[src/rtl/ram512_port_arbiter.sv]
`default_nettype none
// ============================================================================
//  Module      : ram512_port_arbiter
//  Description : Single-port access controller for a 512 x 16 RAM. Two
//                requesters share the RAM through a round-robin valid/ready
//                arbiter. Read data is returned registered one cycle after
//                the accept edge. A clear engine zero-fills every location
//                on command.
//  Revision    : 1.0  initial release
// ============================================================================
module ram512_port_arbiter #(
    parameter int DATA_W = 16,
    parameter int ADDR_W = 9,
    parameter int DEPTH  = 512
) (
    input  logic              clk,
    input  logic              reset,

    input  logic              clear_req,
    output logic              clear_busy,

    input  logic              req_valid_0,
    output logic              req_ready_0,
    input  logic              req_we_0,
    input  logic [ADDR_W-1:0] req_addr_0,
    input  logic [DATA_W-1:0] req_wdata_0,
    output logic              rsp_valid_0,
    output logic [DATA_W-1:0] rsp_rdata_0,

    input  logic              req_valid_1,
    output logic              req_ready_1,
    input  logic              req_we_1,
    input  logic [ADDR_W-1:0] req_addr_1,
    input  logic [DATA_W-1:0] req_wdata_1,
    output logic              rsp_valid_1,
    output logic [DATA_W-1:0] rsp_rdata_1,

    output logic [DATA_W-1:0] ram_in,
    output logic [ADDR_W-1:0] ram_address,
    output logic              ram_load,
    input  logic [DATA_W-1:0] ram_out
);

    // Controller states
    localparam logic [0:0] c_IDLE  = 1'b0;
    localparam logic [0:0] c_CLEAR = 1'b1;

    // Last address written by the clear sweep
    localparam logic [ADDR_W-1:0] c_LAST = ADDR_W'(DEPTH - 1);

    logic [0:0]        r_state;
    logic [ADDR_W-1:0] r_cnt;
    logic              r_ptr;      // 0: port 0 wins a tie, 1: port 1 wins

    logic              w_accept_ok;
    logic              w_grant_0;
    logic              w_grant_1;
    logic              w_xfer_0;
    logic              w_xfer_1;
    logic              w_sweep;

    // Arbitration: only in IDLE, never while reset or a clear command is seen
    always_comb begin
        w_accept_ok = !reset && (r_state == c_IDLE) && !clear_req;
        w_grant_0   = req_valid_0 && (!req_valid_1 || !r_ptr);
        w_grant_1   = req_valid_1 && (!req_valid_0 ||  r_ptr);
        req_ready_0 = w_accept_ok && w_grant_0;
        req_ready_1 = w_accept_ok && w_grant_1;
        // ready already implies valid, so ready alone marks a transfer
        w_xfer_0    = req_ready_0;
        w_xfer_1    = req_ready_1;
        // The sweep stops driving the RAM as soon as reset is raised
        w_sweep     = !reset && (r_state == c_CLEAR);
        clear_busy  = (r_state == c_CLEAR);
    end

    // RAM drive: clear sweep, granted port, or a quiet bus
    always_comb begin
        ram_load    = 1'b0;
        ram_address = '0;
        ram_in      = '0;
        if (w_sweep) begin
            ram_load    = 1'b1;
            ram_address = r_cnt;
        end else if (w_xfer_0) begin
            ram_load    = req_we_0;
            ram_address = req_addr_0;
            ram_in      = req_wdata_0;
        end else if (w_xfer_1) begin
            ram_load    = req_we_1;
            ram_address = req_addr_1;
            ram_in      = req_wdata_1;
        end
    end

    // State machine and clear counter
    always_ff @(posedge clk) begin
        if (reset) begin
            r_state <= c_IDLE;
            r_cnt   <= '0;
        end else begin
            case (r_state)
                c_IDLE: begin
                    if (clear_req) begin
                        r_state <= c_CLEAR;
                        r_cnt   <= '0;
                    end
                end
                c_CLEAR: begin
                    if (r_cnt == c_LAST) begin
                        r_state <= c_IDLE;
                        r_cnt   <= '0;
                    end else begin
                        r_cnt   <= r_cnt + 1'b1;
                    end
                end
                default: begin
                    r_state <= c_IDLE;
                    r_cnt   <= '0;
                end
            endcase
        end
    end

    // Round-robin pointer: hand priority to the other port after a transfer
    always_ff @(posedge clk) begin
        if (reset) begin
            r_ptr <= 1'b0;
        end else if (w_xfer_0) begin
            r_ptr <= 1'b1;
        end else if (w_xfer_1) begin
            r_ptr <= 1'b0;
        end
    end

    // Read response for port 0: capture RAM data on the accept edge
    always_ff @(posedge clk) begin
        if (reset) begin
            rsp_valid_0 <= 1'b0;
            rsp_rdata_0 <= '0;
        end else begin
            rsp_valid_0 <= w_xfer_0 && !req_we_0;
            if (w_xfer_0 && !req_we_0) begin
                rsp_rdata_0 <= ram_out;
            end
        end
    end

    // Read response for port 1: capture RAM data on the accept edge
    always_ff @(posedge clk) begin
        if (reset) begin
            rsp_valid_1 <= 1'b0;
            rsp_rdata_1 <= '0;
        end else begin
            rsp_valid_1 <= w_xfer_1 && !req_we_1;
            if (w_xfer_1 && !req_we_1) begin
                rsp_rdata_1 <= ram_out;
            end
        end
    end

endmodule
`default_nettype wire

[config.mk]
export PLATFORM = sky130hd
export DESIGN_NAME = ram512_port_arbiter
export DESIGN_NICKNAME = d
export VERILOG_FILES = /design/src/rtl/ram512_port_arbiter.sv
export SDC_FILE = /design/constraint.sdc
export NUM_CORES = 1
export LEC_CHECK = 0
export CAP_MARGIN = 0
export CORE_MARGIN = 2
export CORE_UTILIZATION = 41
export CTS_CLUSTER_DIAMETER = 50
export DETAILED_ROUTE_END_ITERATION = 6
export GPL_ROUTABILITY_DRIVEN = 0
export MAX_ROUTING_LAYER = met4
export PLACE_DENSITY = 0.87
export SYNTH_ARGS = -nofsm -noshare
export SYNTH_HDL_FRONTEND = slang
export SYNTH_SLANG_ARGS = --single-unit
[constraint.sdc]
create_clock -name clk -period 4.7 [get_ports clk]
set_input_delay 0.94 -clock clk [delete_from_list [all_inputs] [get_ports clk]]
set_output_delay 0.94 -clock clk [all_outputs]
set_load 0.02 [all_outputs]
# After elaboration in Yosys (flattened, before gate mapping)

Cells that the tools add are included.

Bits in latches: 0
Memories kept: 0
Bits in writable memories: 0
Output and inout port bits: 63
Bits in registers: 45
Memory bits (read-only): 0

Reductions and logical operators: 19
Shifts and indexed selects: 0
Muxes and demuxes: 17
Magnitude comparators: 0
Equality and inequality tests: 2
Div/mod/pow operators: 0
Bitwise operators: 1
Add/sub/neg operators: 1
$mul: 0

Operator list:

| operator                                                       | number |
|---|---|
| 16-bit 2-to-1 mux                                              | 3 |
| 9-bit 2-to-1 mux                                               | 5 |
| 9-bit one-hot mux with 2 select lines                          | 1 |
| 9-bit by 1-bit adder with 9-bit output (second input constant) | 1 |
| 9-bit equality test (second input constant)                    | 1 |
| 1-bit logical AND                                              | 9 |
| 1-bit logical NOT                                              | 7 |
| 1-bit 2-to-1 mux                                               | 7 |
| 1-bit logical OR                                               | 2 |
| 2-bit inequality test (second input constant)                  | 1 |
| 1-bit one-hot mux with 2 select lines                          | 1 |
| 2-bit nonzero test                                             | 1 |
| 1-bit NOT                                                      | 1 |

# Depth between registers and ports, before layout

Word-level depth: 7
Depth in mapped cells: 7
Mapped depth without buffers: 7

# Worst setup path before layout

OpenSTA, ideal clock, no wires.

Kind: input-to-output
Start point: input reset
End point: output ram_in[10]
Cell stages on the path: 5
Data arrival time: 2.572 ns
Path buffers: 2
Path slack: 1.188 ns
Data required time: 3.760 ns
Cell sequence: buf_6 or3_4 nor3_2 clkbuf_1 a22o_1

Cells in the longest elaborated chain, start to end: 7
Elaborated cells on any way between the ends: 9
Those cells by class: mux (3); reduce/logical (6)

RTL lines:

| item                           | line | text |
|---|---|---|
| start, declared                | 17   | `input logic reset,` |
| 1-bit logical NOT              | 64   | `w_accept_ok = !reset && (r_state == c_IDLE) && !clear_req;` |
| 1-bit logical AND (2 in a row) | 64   |  |
| 1-bit logical AND              | 68   | `req_ready_1 = w_accept_ok && w_grant_1;` |
| net req_ready_1                | 31   | `output logic req_ready_1,` |
| 16-bit 2-to-1 mux              | 89   | `end else if (w_xfer_1) begin` |
| 16-bit 2-to-1 mux              | 85   | `end else if (w_xfer_0) begin` |
| 16-bit 2-to-1 mux              | 82   | `if (w_sweep) begin` |
| end, declared                  | 38   | `output logic [DATA_W-1:0] ram_in,` |

The timed path passes the listed nets, and every way through them passes these cells.

# Worst setup path after layout

Start point: input clear_req
End point: output ram_address[5]

Cells in the longest elaborated chain, start to end: 6
Elaborated cells on any way between the ends: 7
Those cells by class: mux (3); reduce/logical (4)

RTL lines:

| item                | line | text |
|---|---|---|
| start, declared     | 19   | `input logic clear_req,` |
| 1-bit logical NOT * | 64   |  |
| 1-bit logical AND * | 64   |  |
| 1-bit logical AND   | 68   |  |
| 9-bit 2-to-1 mux    | 89   |  |
| 9-bit 2-to-1 mux *  | 85   |  |
| 9-bit 2-to-1 mux *  | 82   |  |
| end, declared       | 39   | `output logic [ADDR_W-1:0] ram_address,` |

Mark *: on every way between the ends. The rest lies on a longest branch, timed or not.

==> results by group <==
Finish
  • Fin cells: 440
  • Fin area: 3730 um2
  • P&R area growth vs syn: 63.8%
  • Ant. Diodes: 0
  • Final core occ: 68.5%
  • Nets@finish: 444
  • Share of post-route cells with drive strength above 1: 5.43%
  • Commonest non-fill, non-tap cells in the layout: clkdlybuf4s50_1 (135), dfxtp_1 (45), nand2_1 (22), inv_1 (20), mux2i_1 (20)
  • Commonest non-fill, non-tap cell in the layout: clkdlybuf4s50_1

Synth
  • Largest family of logic cells by synthesized area: compound AO/OA/AOI/OAI gates
  • YS warnings: 0
  • Proportion of synthesized area in mux cells: 8.80%
  • Register area share after synthesis: 39.6%
  • Simple-Gate Fraction of Synth Area: 13.5%
  • Post-Syn Area per Cell: 9.37 um2
  • Cell Area, Synth: 2280 um2
  • Yosys cell types: 39
  • Synth Area in XOR/XNOR: 0%
  • Post-Synthesis Cells: 243
  • Adder-Cell Fraction of Synth Area: 1.65%
  • Synthesized flop and latch total: 45
  • Compound-Gate Fraction of Synth Area: 27.0%
  • Syn Nets: 319

STA
  • Final Worst Setup Slack: 0.289 ns
  • Least-Margin Pin Slew: 0.955 ns
  • Period minus WS final: 4.41 ns
  • RSZ-0062 raised after global routing: false
  • Final Setup Violations: 0
  • FMAX: 227 MHz
  • Setup TNS: 0 ns
  • Relative slew slack: 36.2%
  • Worst clock skew: 0.0171 ns
  • Slew Viols, Final: 0
  • Fin crit share: 93.9%
  • Hold Fails Final Rpt: 0

Worst setup path
  • Reg-to-reg slack, setup: 2.58 ns
  • Cell repeated most along the worst path: clkdlybuf4s50_1
  • Critical Path Max Stage Delay: 0.57 ns
  • Slowest-stage cell, CP: a221o_1
  • WP buf/inv: 3
  • Cells along the critical path: clkdlybuf4s50_1 -> or3_4 -> or2_2 -> clkinv_1 -> a221o_1 -> clkdlybuf4s50_1
  • R2r startpoint: r_cnt[0]
  • CP required: 3.76 ns
  • R2R Path End: r_cnt[7]
  • CP max FO: 27
  • CP endpoint kind: output port
  • Reg2reg path depth: 7
  • CP Launch Type: primary input
  • CP Class: in2out
  • Crit path max-delay family: buffers and inverters
  • Worst EP arrival: 3.47 ns

Drt
  • Met2 WL post-DR: 3490 um
  • Max layer used: met4
  • Metal-1 WL: 2970 um
  • Vias per cell: 5.45
  • 1st-pass router iterations: 4
  • DRC Markers: 0
  • Met3 Wirelength: 401 um
  • Initial DRC count: 147
  • Post-route antenna net violation count: 0
  • Vias: 2396
  • WL/cell: 15.7 um
  • Drt total wl: 6920 um

Global route
  • Vias in the first global route: 2238
  • First-pass GRT wire length: 10800 um
  • Initial antenna violation count: 0
  • GR Util All Layers: 22.2%
  • Grt total ovfl: 0
  • Pin count of the biggest net entering global routing: 35

CTS
  • Clock Tree Root: clkbuf_8
  • CTS buffer count: 5
  • Clock Pin Slew Worst Setup and Hold Paths: 0.07 ns
  • Post-CTS resize count: 0
  • Clk_lat worst skew: 0.30 ns
  • Clock Path Buffers: 2
  • CTS sink count: 45
  • CTS tree: done
  • Postcts setup bufs: 0
  • H-tree levels: 2
  • Hold-fix buffers at CTS: 0

Place
  • I/O Buffers: 135
  • # placed instances: 433
  • Cell Area, Placed: 3620 um2
  • Dpl hpwl: 5030 um
  • Place WS: 0.309 ns

Power
  • Clock network power share: 33.7%
  • Lkg Pwr: 0.00150 uW
  • VDD IR max: 0.000177 V
  • Sw power: 217 uW
  • Pwr Density: 232 nW/um2
  • Comb pwr share: 20.5%
  • Internal Pwr Total: 649 uW
  • Flop pwr share: 45.9%
  • Sw Share: 25.1%

Min path
  • Min-delay src: rsp_rdata_1[9]
  • Hold path endpoint: rsp_rdata_1[9]
  • HP Class: reg2reg
  • Hold Path Cell Cnt: 2

Floorplan
  • Die area: 6160 um2
  • DIE WIDTH: 78.5 um
  • Core box area: 5440 um2
  • # IOs: 136
  • Die Ht: 78.5 um
  • Std-Cell Rows: 27
  • Starting Density: 41.8%

Status
  • Status: finished clean

Flow run
  • Max_cap viols: 0
[worst reg2reg max path: stages, from the launching register on]
cell,delay [ns]
dfxtp_1,0.36
ha_1,0.29
nand3_1,0.11
nor2_1,0.07
ha_1,0.21
nor3b_1,0.62
o21ai_0,0.20
a31oi_1,0.19
[registers in the layout, indices dropped and copies added, names as in the netlist]
signal       count
clear_busy       1
rsp_valid_1      1
rsp_rdata_0     16
r_ptr            1
rsp_rdata_1     16
rsp_valid_0      1
r_cnt            9
[cell usage after synthesis]
cell | number | area, um2
a31oi_1 | 3 | 18.8
a221o_1 | 10 | 100
inv_1 | 20 | 75.1
buf_12 | 1 | 20.0
a21bo_2 | 1 | 10.0
clkinv_1 | 1 | 3.75
o211ai_1 | 3 | 22.5
buf_6 | 3 | 33.8
or4_1 | 2 | 15.0
ha_1 | 3 | 37.5
buf_4 | 2 | 15.0
buf_2 | 1 | 5.00
nor3_1 | 1 | 5.00
nand2b_1 | 1 | 6.26
dfxtp_1 | 45 | 901
nor3_2 | 1 | 10.0
and2_1 | 9 | 56.3
nor2b_1 | 1 | 6.26
a22o_1 | 18 | 158
and4_1 | 1 | 8.76
nand4_1 | 2 | 12.5
nor3b_1 | 1 | 7.51
clkbuf_1 | 14 | 52.6
or2_2 | 2 | 12.5
or3_4 | 1 | 11.3
o221ai_1 | 1 | 8.76
a21oi_1 | 5 | 25.0
a211oi_1 | 1 | 7.51
and2b_2 | 2 | 17.5
nor2_1 | 5 | 18.8
o311ai_0 | 16 | 140
dlygate4sd1_1 | 1 | 8.76
or4_4 | 1 | 11.3
and3_1 | 1 | 6.26
mux2i_1 | 20 | 200
nand3_1 | 4 | 20.0
o21ai_0 | 1 | 5.00
o31ai_1 | 16 | 120
nand2_1 | 22 | 82.6
[worst max path at each step]
| stage | slack [ns] | end | from | depth (start not counted) |
|---|---|---|---|---|
| finish | 0.29 | ram_address[5] | clear_req | 6 |
| global placement | 0.37 | ram_address[3] | clear_req | 6 |
| floorplan | 1.19 | ram_in[10] | reset | 5 |
| global route | 0.12 | ram_address[6] | clear_req | 6 |
| CTS | 0.30 | ram_address[5] | clear_req | 6 |
| detailed placement | 0.31 | ram_address[5] | clear_req | 6 |
[per-layer routing]
layer | global-route usage, % | vias up
met3 | 3.68 | 5
met4 | 5.96 | 0
met2 | 37.4 | 92
li1 | - | 1156
met5 | - | -
met1 | 27.5 | 1143
[logic make-up (layout without fill, tap and decap cells)]
| group | count (synthesis) | in the layout |
|---|---|---|
| flip-flops | 45 | 45 |
| multiplexers | 20 | 20 |
| AO/OA/AOI/OAI | 75 | 75 |
| adder cells (fa/ha/maj) | 3 | 3 |
| AND/OR/NAND/NOR | 57 | 57 |
| buffers and inverters | 43 | 168 |
[power by group through the flow]
stage	combinational, uW	clock [uW]	sequential [uW]
detailed placement	176	0	406
finish	177	291	397
global route	189	312	398
floorplan	65.3	0	413
global placement	174	0	405
CTS	177	295	397
[metrics by stage]
step,hold WS [ns],power (uW)
after floorplan,0.447,478
after global placement,0.446,579
after detailed placement,0.451,582
after CTS,0.468,869
after global routing,0.482,899
final,0.463,865
[layout make-up]
| class | instances | area (um2) |
|---|---|---|
| Clock buffer | 5 | 68.8 |
| Clock inverter | 2 | 38.8 |
| Fill cell | 437 | 1710 |
| Inverter | 21 | 78.8 |
| Multi-Input combinational cell | 155 | 1160 |
| Sequential cell | 45 | 901 |
| Tap cell | 72 | 90.1 |
| Timing Repair Buffer | 140 | 1390 |
Power figures use the tool's default switching activity.
